<file path="config.mk">
export PLATFORM = sky130hd
export DESIGN_NAME = sat_result_sequencer
export DESIGN_NICKNAME = d
export VERILOG_FILES = /design/src/rtl/sat_result_sequencer.sv
export SDC_FILE = /design/constraint.sdc
export NUM_CORES = 1
export LEC_CHECK = 0
export CORE_MARGIN = 2
export CORE_UTILIZATION = 54
export CTS_BUF_LIST = sky130_fd_sc_hd__clkbuf_4
export CTS_CLUSTER_DIAMETER = 50
export DETAILED_ROUTE_END_ITERATION = 12
export GPL_TIMING_DRIVEN = 0
export MAX_ROUTING_LAYER = met4
export PLACE_DENSITY = 0.73
export SETUP_SLACK_MARGIN = 0.02
export SLEW_MARGIN = 20
export SYNTH_ARGS = -nofsm -noshare
export SYNTH_HDL_FRONTEND = slang
export SYNTH_SLANG_ARGS = --single-unit
</file>
<file path="constraint.sdc">
create_clock -name clk -period 7.5 [get_ports clk]
set_input_delay 1.5 -clock clk [delete_from_list [all_inputs] [get_ports clk]]
set_output_delay 1.5 -clock clk [all_outputs]
set_load 0.01 [all_outputs]
</file>
<file path="src/rtl/sat_result_sequencer.sv">
// sat_result_sequencer
//   Consumes evaluated (assignment, CNF result) pairs from the 3-SAT solver
//   stage, builds a map of which assignments satisfy the CNF, then reports
//   the verdict on RGB and cycles LED through every satisfying assignment,
//   one per display period. Any change on sel restarts the scan.
//
// Parameters
//   NUM_VARS       variables per assignment; map depth is 2**NUM_VARS
//   DISPLAY_TICKS  clk cycles each satisfying assignment is shown (>= 2)
//
// Ports
//   clk        in   system clock, rising edge
//   reset      in   asynchronous, active-high
//   sel        in   [1:0] CNF select; any change restarts the scan
//   sol_valid  in   one-cycle strobe qualifying solution/sat
//   solution   in   [NUM_VARS-1:0] assignment evaluated, {A,B,C}
//   sat        in   CNF result for solution (1 = satisfied)
//   RGB        out  [2:0] {R,G,B}: 001 scanning, 010 SAT, 100 UNSAT
//   LED        out  [NUM_VARS-1:0] satisfying assignment being displayed
//   sat_count  out  [NUM_VARS:0] number of satisfying assignments
//   scan_done  out  high once every assignment has been seen
module sat_result_sequencer #(
  parameter int unsigned NUM_VARS      = 3,
  parameter int unsigned DISPLAY_TICKS = 100_000_000
) (
  input  logic                clk,
  input  logic                reset,
  input  logic [1:0]          sel,
  input  logic                sol_valid,
  input  logic [NUM_VARS-1:0] solution,
  input  logic                sat,
  output logic [2:0]          RGB,
  output logic [NUM_VARS-1:0] LED,
  output logic [NUM_VARS:0]   sat_count,
  output logic                scan_done
);

  localparam int unsigned DEPTH = 2 ** NUM_VARS;
  localparam int unsigned TW    = (DISPLAY_TICKS > 1) ? $clog2(DISPLAY_TICKS) : 1;
  localparam logic [TW-1:0] TICK_LAST = TW'(DISPLAY_TICKS - 1);

  localparam logic [2:0] RGB_SCAN  = 3'b001;
  localparam logic [2:0] RGB_SAT   = 3'b010;
  localparam logic [2:0] RGB_UNSAT = 3'b100;

  typedef enum logic [1:0] {
    SCAN,
    EVAL,
    SHOW,
    NONE
  } state_t;

  state_t               state_q, state_d;
  logic [DEPTH-1:0]     sat_map_q, sat_map_d;
  logic [DEPTH-1:0]     seen_map_q, seen_map_d;
  logic [1:0]           sel_q;
  logic                 sel_vld_q;
  logic [TW-1:0]        tick_q, tick_d;
  logic [NUM_VARS-1:0]  idx_q, idx_d;
  logic [2:0]           rgb_q, rgb_d;
  logic [NUM_VARS-1:0]  led_q, led_d;
  logic [NUM_VARS:0]    sat_count_q, sat_count_d;
  logic                 scan_done_q, scan_done_d;
  logic                 restart;

  function automatic logic [NUM_VARS:0] popcount(input logic [DEPTH-1:0] m);
    logic [NUM_VARS:0] c;
    c = '0;
    for (int unsigned k = 0; k < DEPTH; k++) begin
      c += (NUM_VARS + 1)'(m[k]);
    end
    return c;
  endfunction

  // Next set index strictly above cur, wrapping; returns cur itself when it
  // is the only set bit. Passing cur = all-ones yields the lowest set index.
  function automatic logic [NUM_VARS-1:0] next_set(input logic [DEPTH-1:0]    m,
                                                   input logic [NUM_VARS-1:0] cur);
    logic [NUM_VARS-1:0] r;
    logic [NUM_VARS-1:0] j;
    logic                found;
    r     = cur;
    found = 1'b0;
    for (int unsigned k = 1; k <= DEPTH; k++) begin
      j = cur + k[NUM_VARS-1:0];
      if (!found && m[j]) begin
        r     = j;
        found = 1'b1;
      end
    end
    return r;
  endfunction

  // sel_q is not loaded asynchronously from sel; instead the compare is
  // suppressed on the first edge after reset, which is when sel_q captures
  // the sel value present at reset release.
  assign restart = sel_vld_q && (sel != sel_q);

  always_comb begin
    state_d     = state_q;
    sat_map_d   = sat_map_q;
    seen_map_d  = seen_map_q;
    tick_d      = tick_q;
    idx_d       = idx_q;
    sat_count_d = sat_count_q;
    scan_done_d = scan_done_q;
    rgb_d       = RGB_SCAN;
    led_d       = '0;

    // Outputs follow the current state/idx, so they lag them by one cycle.
    case (state_q)
      SHOW: begin
        rgb_d = RGB_SAT;
        led_d = idx_q;
      end
      NONE: rgb_d = RGB_UNSAT;
      default: begin
        rgb_d = RGB_SCAN;
        led_d = '0;
      end
    endcase

    case (state_q)
      SCAN: begin
        if (sol_valid) begin
          sat_map_d[solution]  = sat;
          seen_map_d[solution] = 1'b1;
        end
        if (seen_map_d == '1) state_d = EVAL;
      end
      EVAL: begin
        sat_count_d = popcount(sat_map_q);
        scan_done_d = 1'b1;
        if (|sat_map_q) begin
          state_d = SHOW;
          idx_d   = next_set(sat_map_q, '1);
          tick_d  = '0;
        end else begin
          state_d = NONE;
        end
      end
      SHOW: begin
        if (tick_q == TICK_LAST) begin
          tick_d = '0;
          idx_d  = next_set(sat_map_q, idx_q);
        end else begin
          tick_d = tick_q + 1'b1;
        end
      end
      default: ;
    endcase

    // Restart overrides everything above, including a coincident sample.
    if (restart) begin
      state_d     = SCAN;
      sat_map_d   = '0;
      seen_map_d  = '0;
      tick_d      = '0;
      idx_d       = '0;
      sat_count_d = '0;
      scan_done_d = 1'b0;
      rgb_d       = RGB_SCAN;
      led_d       = '0;
    end
  end

  always_ff @(posedge clk or posedge reset) begin
    if (reset) begin
      state_q     <= SCAN;
      sat_map_q   <= '0;
      seen_map_q  <= '0;
      sel_q       <= '0;
      sel_vld_q   <= 1'b0;
      tick_q      <= '0;
      idx_q       <= '0;
      rgb_q       <= RGB_SCAN;
      led_q       <= '0;
      sat_count_q <= '0;
      scan_done_q <= 1'b0;
    end else begin
      state_q     <= state_d;
      sat_map_q   <= sat_map_d;
      seen_map_q  <= seen_map_d;
      sel_q       <= sel;
      sel_vld_q   <= 1'b1;
      tick_q      <= tick_d;
      idx_q       <= idx_d;
      rgb_q       <= rgb_d;
      led_q       <= led_d;
      sat_count_q <= sat_count_d;
      scan_done_q <= scan_done_d;
    end
  end

  assign RGB       = rgb_q;
  assign LED       = led_q;
  assign sat_count = sat_count_q;
  assign scan_done = scan_done_q;

endmodule

</file>
# After elaboration in Yosys (flattened, before gate mapping)

Cells that the tools add are included.

Input port bits: 9
Logic and storage cells: 193
Flip-flop bits (word level): 62
Output and inout port bits: 11

Reduce and logical (&&, ||, !) cells: 41
Magnitude comparators: 10
Equal/unequal tests: 11
Add/sub/neg operators: 15
Muxes and demuxes: 104
Bitwise logic cells: 1

Operators by type and width:

| operator                                                              | number |
|---|---|
| 27-bit two-way mux                                                    | 3 |
| 3-bit two-way mux                                                     | 22 |
| 8-bit two-way mux                                                     | 7 |
| 1-bit two-way mux                                                     | 54 |
| 27-bit one-hot mux with 2 select lines                                | 1 |
| 3-bit by 4-bit < comparator with 1-bit output (second input constant) | 9 |
| 27-bit by 1-bit adder with 27-bit output (second input constant)      | 1 |
| 27-bit == test (second input constant)                                | 1 |
| 1-bit binary-select mux with 3-bit select                             | 8 |
| 4-bit by 1-bit adder with 4-bit output                                | 4 |
| 1-bit logical AND                                                     | 16 |
| 1-bit logical NOT                                                     | 14 |
| 3-bit adder (second input constant)                                   | 4 |
| 3-bit inequality test (second input constant)                         | 4 |
| 3-bit one-hot mux with 2 select lines                                 | 2 |
| 9-bit inequality test (second input constant)                         | 1 |
| 8-bit bitwise mux                                                     | 1 |
| 8-bit == test (second input constant)                                 | 1 |
| 4-bit two-way mux                                                     | 2 |
| 8-bit OR                                                              | 1 |
| 8-bit OR reduction                                                    | 1 |
| 3-bit by 2-bit adder with 3-bit output (second input constant)        | 2 |
| 2-bit AND reduction                                                   | 3 |
| 2-bit nonzero test                                                    | 3 |
| 14 further kinds                                                      | 17 |

# Depth between registers and ports, before layout

Gate-level depths: netlist of run 1.

Depth after elaboration: 42
Depth in mapped cells: 11
Gate-level depth less buffers: 10

# Least setup slack after synthesis of run 1

No wires, ideal clock.

Path kind: input -> register
Start: input sel[0]
End: register idx_q[0]
Setup time: 0.122 ns
Data required time: 7.378 ns
Data arrival time: 3.265 ns
Path buffers: 1
Setup slack: 4.113 ns
Stages: 9
Cells stage by stage: xnor2_1 a21boi_1 nand2b_1 clkbuf_1 inv_1 a21oi_4 a21boi_4 a21boi_1 o2bb2ai_1

Longest elaborated chain between the ends: 4
Elaborated cells on any way between the ends: 9
Classes of those cells: eq/ne (5); mux (1); reduce/logical (3)

Ends and longest elaborated chain:

| element                                                       | line | RTL |
|---|---|---|
| from (decl)                                                   | 28   | `input logic [1:0] sel,` |
| 2-bit inequality test *                                       | 97   | `assign restart = sel_vld_q && (sel != sel_q);` |
| 1-bit logical AND *                                           | 97   |  |
| 9-bit inequality test (no line), or another cell as far along | n/a  |  |
| 5-bit AND reduction (no line)                                 | n/a  |  |
| to (signal assigned)                                          | 187  | `idx_q <= idx_d;` |
| to (decl)                                                     | 59   | `logic [NUM_VARS-1:0] idx_q, idx_d;` |

Mark *: on every way between the ends. The rest lies on a longest branch, timed or not.
A chain may end at the register's enable or synchronous reset.

# Final worst setup path of run 1

Same ends and word-level chain as after synthesis.

==> flow_metrics.env, run 1 <==
export IMPL_status="completed"
export IMPL_final_setup_worst_slack_ns=3.419
export IMPL_tightest_slew_ns=0.9500
export IMPL_clock_latency_ns=0.40
export IMPL_ant_nets=0
export IMPL_fp_dieArea_mm2=0.007646
export IMPL_overflow=0
export IMPL_hold_viol_final=0
export IMPL_synthFlopType="dfrtp_1"
export IMPL_pin_count=20
export IMPL_maxCapViolCount=0
export IMPL_ys_types=59
export IMPL_grt_pass1_vias=3032
export IMPL_htreeDepth=3
export IMPL_drv_slew=0
export IMPL_tritoncts="done"
export IMPL_grt_usage_pct=24.45
export IMPL_path_clk_slew_ns=0.10
export IMPL_grt_busiest_layer="met2"
export IMPL_synthArstFlopShare_pct=100.0
export IMPL_cts_root_buf="clkbuf_4"
export IMPL_drt_pass1_iter_count=5
export IMPL_layout_min_cycle_time_ns=4.081
export IMPL_synth_edff_count=0
export IMPL_crit_path_max_fanout=10
export IMPL_antenna_found_initial=0
export IMPL_use_met3_pct=4.929
export IMPL_tns_ns=0
export IMPL_synthTopCellsByArea="dfrtp_1 (41%), nor2_1 (7.3%), o21ai_0 (4.4%)"
export IMPL_synth_common_cells="nor2_1 (73), dfrtp_1 (61), nand2_1 (39), o21ai_0 (33), inv_1 (21)"
export IMPL_ys_seq_area_share_pct=41.30
export IMPL_critPathCaptureType="register"
export IMPL_drive_gt1_share_pct=8.520
export IMPL_num_vias=3126
export IMPL_synthCells=414
export IMPL_cts_buffer_depth=2
export IMPL_setup_violations=0
export IMPL_post_cts_buffers=0
export IMPL_synth_most_common_cell="nor2_1"
export IMPL_use_met1_pct=32.19
export IMPL_ys_warn_count=0
export IMPL_die_h_um=87.44
export IMPL_arrival_ns=4.38
export IMPL_critPathLaunchType="input pin"
export IMPL_use_met2_pct=37.81
export IMPL_post_cts_resized=0
export IMPL_die_x_um=87.44
export IMPL_cts_made_buffers=9
export IMPL_stdcell_area_mm2=0.004165
export IMPL_synth_top_area_cell="dfrtp_1"
export IMPL_p_leak_nw=1.747
export IMPL_placed_area_mm2=0.004070
export IMPL_syn_to_final_growth_pct=10.78
export IMPL_diodes=0
export IMPL_drt_total_wl_um=8114
export IMPL_rsz0062_at_grt="false"
export IMPL_core_mm2=0.006756
export IMPL_start_util_pct=55.65
export IMPL_power_density_mw_per_mm2=172.7
export IMPL_grt_max_degree=52
export IMPL_irDropWorstVdd_mv=0.1006
export IMPL_fill_cells=591
export IMPL_critPathKind="in2reg"
export IMPL_synth_area_mm2=0.003760
export IMPL_final_nets=465
export IMPL_grt_pass1_wl_um=14080
export IMPL_ys_seq_elements=62
export IMPL_fin_skew_ns=0.009439
export IMPL_timing_final_crit_share_pct=54.41
export IMPL_synth_top_area_share_pct=40.60
export IMPL_via_per_inst=5.943
export IMPL_wl_per_cell_um=15.43
export IMPL_pre_cts_slack_ns=3.009
export IMPL_required_ns=7.80
export IMPL_clock_sinks=62
export IMPL_num_rows=30
export IMPL_hold_buffers=0
export IMPL_relSlewSlack_pct=35.67
export IMPL_syn_avg_cell_area_um2=9.082
export IMPL_drt_first_iter_violations=209
export IMPL_drcViolationCount=0
export IMPL_io_buffers=18
export IMPL_holdWs_ns=0.5043
export IMPL_hpwlAfterDp_um=5937
export IMPL_max_freq_mhz=245.0
export IMPL_min_path_type="reg2reg"
export IMPL_place_congestion=0.9325
export IMPL_syn_nets=435
==> per-stage QoR <==
step / util (%) / power, mW / instances
after detailed placement: 60.24 / 0.5394 / 513
after CTS: 61.65 / 0.7236 / 526
after global routing: 61.65 / 0.7606 / 526
after global placement: 59.80 / 0.5335 / 512
final: 61.65 / 0.7194 / 526
after floorplan: - / 0.4952 / 414
==> cells in the final DEF (no fill, tap or decap), types with 2 or more instances in the layout <==
cell / count
or3_1: 7
mux4_2: 7
clkbuf_1: 9
o31ai_1: 5
ha_1: 8
dfrtp_1: 61
a21oi_1: 19
o21ai_0: 33
and2_1: 2
xnor2_1: 10
nand4_1: 5
o221ai_1: 2
nor2b_1: 3
fa_1: 4
nand2_1: 39
a41oi_1: 3
nor2_1: 73
o21a_1: 2
buf_2: 3
xor2_1: 11
and3_1: 5
nor3b_1: 2
a31oi_1: 2
nand3_1: 15
mux2_2: 5
and4b_1: 2
inv_1: 20
nor3_1: 7
nand2b_1: 8
o22ai_1: 2
clkdlybuf4s50_1: 18
a32o_1: 2
mux2i_1: 8
or4_1: 2
clkbuf_4: 11
o311ai_1: 2
a21boi_1: 2
==> cell families after synthesis <==
logic type,count (synthesis),share of synthesized area (%)
other,1,0.09974
DFF,62,41.30
muxes,20,7.820
and+or+nand+nor,180,23.33
adders and majority gates,12,4.792
xor gates and xnor gates,21,4.892
AOI/OAI and AO/OA,85,14.38
buffers and inverters,33,3.394
==> state kept, by name (all words and copies together) (netlist names) <==
name and flops:
tick_q 27, sat_map_q 8, seen_map_q 8, sat_count 4
LED 3, RGB 3, idx_q 3, sel_q 2
state_q 2, scan_done 1, sel_vld_q 1
==> routing by layer <==
metal | routed length (um) | share of wire, %
met1 | 3795 | 47
met2 | 3917 | 48
met3 | 254 | 3.1
met4 | 146 | 1.8
met5 | 0 | 0
==> final timing paths <==
check	startpoint	end	slack (ns)	depth (start not counted)
min in group asynchronous	reset	seen_map_q[6]$_DFFE_PP0P_	1.35	2
min	tick_q[4]$_DFFE_PP0P_	tick_q[4]$_DFFE_PP0P_	0.50	1
max	sel[0]	idx_q[0]$_DFFE_PP0P_	3.42	10
max reg2reg	idx_q[0]$_DFFE_PP0P_	idx_q[0]$_DFFE_PP0P_	3.83	11
max in group asynchronous	reset	RGB[0]$_DFF_PP1_	5.61	3
min reg2reg	tick_q[4]$_DFFE_PP0P_	tick_q[4]$_DFFE_PP0P_	0.50	1
==> layout make-up <==
cell class,instances,area (um^2),area share (%)
clock buffers,11,82.58,1.983
multi-input cells,319,2079,49.92
flip-flops and latches,62,1553,37.28
plain buffers,12,48.80,1.172
clock inverters,2,12.51,0.3004
inverters,21,81.33,1.953
well taps,80,100.1,2.403
repair buffers,19,207.7,4.986
==> where the power goes <==
part | total (mW) | switching [mW] | internal [mW]
Combinational | 0.182 | 0.108 | 0.0742
Sequential | 0.354 | 0.0107 | 0.343
Clock | 0.184 | 0.114 | 0.0698
Total | 0.719 | 0.232 | 0.487
==> worst max-delay path, stage by stage <==
cell and delay, ns:
clkdlybuf4s50_1 0.45, xnor2_1 0.15, a21boi_1 0.65, nand2b_1 0.19, clkbuf_1 0.39, inv_1 0.16
a21oi_4 0.31, a21boi_4 0.29, a21boi_1 0.20, o2bb2ai_1 0.08
Note: power is estimated with default switching activity, not from simulation.
==> run 2, diff against run 1 <==
PLACE_DENSITY = 0.76   (was 0.73)
clock period = 3.45 ns   (was 7.5 ns; I/O delays follow)
==> flow_metrics.env, run 2 (synthesis results as in run 1) <==
export IMPL_use_met2_pct=35.81
export IMPL_crit_path_max_fanout=10
export IMPL_tns_ns=0
export IMPL_wl_per_cell_um=16.02
export IMPL_core_mm2=0.006756
export IMPL_pin_count=20
export IMPL_critPathLaunchType="register"
export IMPL_p_sw_mw=0.5338
export IMPL_fin_util_pct=62.69
export IMPL_largest_register_ffs=27
export IMPL_top_regs="tick_q x27, sat_map_q x8, seen_map_q x8"
export IMPL_critPathKind="reg2reg"
export IMPL_clock_sinks=62
export IMPL_num_vias=3246
export IMPL_drt_total_wl_um=8489
export IMPL_drt_pass1_iter_count=4
export IMPL_path_clk_slew_ns=0.11
export IMPL_drive_gt1_share_pct=10.00
export IMPL_io_buffers=18
export IMPL_layout_commonest_cell="nor2_1"
export IMPL_final_cells=530
export IMPL_most_common_layout_cells="nor2_1 (72), dfrtp_1 (60), nand2_1 (39)"
export IMPL_cts_made_buffers=9
export IMPL_drcViolationCount=0
export IMPL_p_leak_nw=1.768
export IMPL_ant_nets=0
export IMPL_slowest_delay_ns=0.60
export IMPL_via_per_inst=6.125
export IMPL_start_util_pct=55.65
export IMPL_final_setup_worst_slack_ns=0.2286
export IMPL_drv_slew=0
export IMPL_setup_violations=0
export IMPL_grt_pass1_wl_um=14460
export IMPL_cts_buffer_depth=2
export IMPL_slowest_stage="mux4_2"
export IMPL_max_freq_mhz=310.4
export IMPL_hpwlAfterDp_um=6059
export IMPL_holdWs_ns=0.5006
export IMPL_syn_to_final_growth_pct=12.65
export IMPL_power_total_mw=1.675
export IMPL_swShare_pct=31.87
export IMPL_regMostFlops="tick_q"
export IMPL_placed_area_mm2=0.004063
export IMPL_diodes=0
export IMPL_layout_min_cycle_time_ns=3.221
export IMPL_num_rows=30
export IMPL_clock_latency_ns=0.41
export IMPL_overflow=0
export IMPL_power_frac_seq_pct=46.0
export IMPL_tightest_slew_ns=0.9547
export IMPL_grt_usage_pct=24.92
export IMPL_die_x_um=87.44
export IMPL_die_h_um=87.44
export IMPL_cts_root_buf="clkbuf_4"
export IMPL_timing_final_crit_share_pct=93.37
export IMPL_combPwrFrac_pct=24.8
export IMPL_drt_first_iter_violations=270
export IMPL_clkPwrFrac_pct=29.2
export IMPL_final_nets=467
export IMPL_relSlewSlack_pct=35.35
export IMPL_min_path_type="reg2reg"
export IMPL_grt_max_degree=44
export IMPL_grt_busiest_layer="met2"
export IMPL_stdcell_area_mm2=0.004235
export IMPL_use_met1_pct=34.87
export IMPL_fin_skew_ns=0.01469
export IMPL_pre_cts_slack_ns=-0.2292
export IMPL_hold_viol_final=0
export IMPL_htreeDepth=3
export IMPL_place_inst=513
export IMPL_cp_cell_sequence="clkbuf_4 -> inv_1 -> ha_1 -> buf_2 -> mux4_2 -> mux2i_4 -> and4b_1 -> nor3b_4 -> a21boi_4 -> a21boi_1 -> o2bb2ai_1"
export IMPL_power_density_mw_per_mm2=395.4
export IMPL_critPathCaptureType="register"
export IMPL_required_ns=3.77
export IMPL_maxCapViolCount=0
export IMPL_place_congestion=0.8872
export IMPL_tritoncts="done"
export IMPL_antenna_found_initial=0
export IMPL_grt_pass1_vias=3000
export IMPL_status="completed"
export IMPL_use_met3_pct=5.024
export IMPL_rsz0062_at_grt="false"
export IMPL_hold_buffers=0
export IMPL_fill_cells=581
export IMPL_irDropWorstVdd_mv=0.3149
export IMPL_p_int_mw=1.141
export IMPL_arrival_ns=3.54
export IMPL_fp_dieArea_mm2=0.007646
[run 2: metal layers]
metal,up-vias,share of wire [%]
li1,1525,-
met1,1602,47
met2,100,46
met3,19,4.4
met4,0,2.2
met5,-,0
[run 2: critical path, delay by kind of cell, from the launching register on]
| kind | cells | cell delay, ns |
|---|---|---|
| compound gates | 3 | 0.44 |
| fa+ha+maj | 1 | 0.30 |
| flops | 1 | 0.41 |
| mux | 2 | 0.79 |
| simple gates | 2 | 0.60 |
| buf+inv | 3 | 0.61 |
[run 2: final timing paths]
check                                             to  cells past startpoint                   from  slack (ns)
max                             idx_q[0]$_DFFE_PP0P_                     11   idx_q[1]$_DFFE_PP0P_        0.23
min                            tick_q[4]$_DFFE_PP0P_                      1  tick_q[4]$_DFFE_PP0P_        0.50
max reg2reg                     idx_q[0]$_DFFE_PP0P_                     11   idx_q[1]$_DFFE_PP0P_        0.23
min reg2reg                    tick_q[4]$_DFFE_PP0P_                      1  tick_q[4]$_DFFE_PP0P_        0.50
max in group asynchronous       idx_q[0]$_DFFE_PP0P_                      3                  reset        2.37
min in group asynchronous  seen_map_q[0]$_DFFE_PP0P_                      2                  reset        0.57
[run 2: timing repair]
item,4_1_cts,5_1_grt
gates resized for setup,3,6
setup endpoints to repair,3,4
cloned,0,0
setup buffers,0,2
[run 2: layout make-up]
| class | instances | area [um^2] | area share, % |
|---|---|---|---|
| multi-input cells | 319 | 2105 | 49.69 |
| flip-flops and latches | 62 | 1554 | 36.69 |
| repair buffers | 21 | 215.2 | 5.081 |
| well taps | 80 | 100.1 | 2.363 |
| inverters | 21 | 81.33 | 1.920 |
| clock buffers | 10 | 75.07 | 1.773 |
| plain buffers | 12 | 53.80 | 1.270 |
| clock inverters | 5 | 51.30 | 1.211 |
[run 2: power groups by stage]
stage	Combinational, mW	Sequential (mW)	Clock, mW
3_5_place_dp	0.384	0.784	0
6_report	0.415	0.771	0.489
5_1_grt	0.457	0.775	0.527
2_1_floorplan	0.300	0.776	0
4_1_cts	0.397	0.769	0.497
3_3_place_gp	0.375	0.782	0
==> RTL edit: new RTL, flow settings as in run 2 <==
Remove the register `led_q`: a continuous assignment takes its place, so the output `LED` follows one clock earlier.
--- a/src/rtl/sat_result_sequencer.sv
+++ b/src/rtl/sat_result_sequencer.sv
@@ -175,5 +175,4 @@
       idx_q       <= '0;
       rgb_q       <= RGB_SCAN;
-      led_q       <= '0;
       sat_count_q <= '0;
       scan_done_q <= 1'b0;
@@ -187,9 +186,10 @@
       idx_q       <= idx_d;
       rgb_q       <= rgb_d;
-      led_q       <= led_d;
       sat_count_q <= sat_count_d;
       scan_done_q <= scan_done_d;
     end
   end
+
+  assign led_q = led_d;
 
   assign RGB       = rgb_q;
Behaviour: not the same (a bounded check fails within 10 cycles, from zero or initial values and one cycle with reset high).
==> RTL edit against run 2 <==
Wire length shrank 11%. Synthesized cell count down 4.1%. Design area fell by 3.6%. Sequential cell count is 3 lower. Clock power fell by 22%. Highest routed layer unchanged. Worst setup slack got worse by 17 ps. Critical endpoint is now LED[0]. Critical path depth decreased by 5. Largest power group unchanged. First-iteration DRC count decreased by 18%. Synthesized area is 1.7% lower. Total power fell by 7.4%.
==> RTL edit: results (changes against run 2) <==
cts repair resizes 1 (-2); initial antenna violation count 0 (unchanged); met3 Usage GRT 4.38% (-0.64 points); GRT met1 Usage 32.0% (-2.8 points); met2 wire length 3.41 mm (-14%); Slew @ Worst Pin 960 ps (+4.83 ps); routability cong. 0.873 (-1.6%); global-route wire length before repair 12.9 mm (-11%); syn avg cell area 9.31 um2 (+2.5%); Total Routing Usage GR 22.4% (-2.5 points); dpl cells 495 (-3.5%); Synth Flop Type dfrtp_1; Metal-1 WL 3.78 mm (-5.2%); clk slew on worst S/H paths 90 ps (-20 ps); VDD IR max 241 uV (-24%); Leakage 1.73 nW (-2.0%); Setup Fix Bufs, Post-CTS 0 (unchanged); DP HPWL 5.49 mm (-9.3%); Seq/Total Area, Yosys 40.0% (-1.3 points); grt met2 use 32.4% (-3.4 points); FILL cells 586 (+0.86%); routed length on met3 302 um (-19%); most area-consuming cells after synthesis dfrtp_1 (39%), nor2_1 (5.5%), mux4_2 (4.3%); via count 2950 (-9.1%); crit-path max FO 8 (-2); Skew-Pair Late Insertion Delay approximately 400 ps; outcome complete, no violations; layout cells sized above 1 9.11% (-0.89 points); top cells by count, synth dfrtp_1 (58), nor2_1 (54), nand2_1 (32); syn nets 418 (-3.9%); Worst Path Arrival 2550 ps (-990 ps); wire length per cell 14.9 um (-6.8%); highest metal used met4; htree depth 3 (unchanged); drt pass-1 iters 4 (unchanged); vias in the first global route 2778 (-7.4%); final cell count without fillers 508 (-4.2%); largest registers tick_q (27), sat_map_q (8), seen_map_q (8); largest net degree at the start of global routing 60 (+36%); Layout Nets 446 (-4.5%); FF/Latch Area 0.00148 mm2 (-4.9%); Cell Area, Placed 0.00398 mm2 (-2.0%); Root Buffer clkbuf_4; share of async-settable or async-resettable flops after synthesis 100% (unchanged); diode count 0 (unchanged); CTS Buf Count 9 (unchanged); pre-CTS setup slack -65.5 ps (+164 ps); Worst Skew 15.5 ps (+0.841 ps); number of library cell types mapped by synthesis 65 (+10%); Buffers on Ports 18 (unchanged); buffer levels on the longest clock path 2 (unchanged); worst min path class register to register; DRT iter0 DRCs 221 (-18%)
-- RTL edit: cells by family (layout without fill, tap and decap cells) --
kind of cell / after synthesis / after routing / share of synthesized area (%)
AOI/OAI and AO/OA: 67 / 67 / 12.2
xor gates and xnor gates: 26 / 26 / 6.16
adders and majority gates: 12 / 12 / 4.87
buffers and inverters: 37 / 68 / 4.40
DFF: 59 / 59 / 40.0
muxes: 24 / 24 / 9.34
other: 1 / 1 / 0.101
and+or+nand+nor: 171 / 171 / 22.9
-- RTL edit: report_power, final --
group	leakage (nW)	total, mW	internal (mW)	switching, mW
clock	0.0532	0.381	0.142	0.239
sequential	0.803	0.731	0.711	0.0191
combinational	0.877	0.440	0.190	0.250
total	1.73	1.55	1.04	0.508
-- RTL edit: layout make-up --
class                           count  share of cell area, %
Clock buffer                       10                   1.84
Clock inverter                      4                  0.490
Buffer                             18                   2.24
Timing Repair Buffer               18                   4.41
Inverter                           18                   1.72
Tap cell                           80                   2.45
Sequential cell                    59                   36.2
Multi-Input combinational cell    301                   50.7
-- RTL edit: path summary, 6_finish.rpt --
kind                                     from             to  slack, ps  cells past startpoint
worst max-delay path                   sel[1]         LED[0]        210                      6
min in group asynchronous               reset     tick_q[23]        760                      2
worst min register to register  seen_map_q[5]  seen_map_q[5]        500                      2
worst min-delay path            seen_map_q[5]  seen_map_q[5]        500                      2
worst max register to register       idx_q[1]       idx_q[1]        230                     10
max in group asynchronous               reset     tick_q[25]       2220                      2
-- RTL edit: worst max-delay path, cell delays in order --
cell and delay (ps):
clkdlybuf4s50_1 430, xor2_1 190, o21ai_4 300, nand2_1 170
nor2_1 200, clkdlybuf4s50_1 560
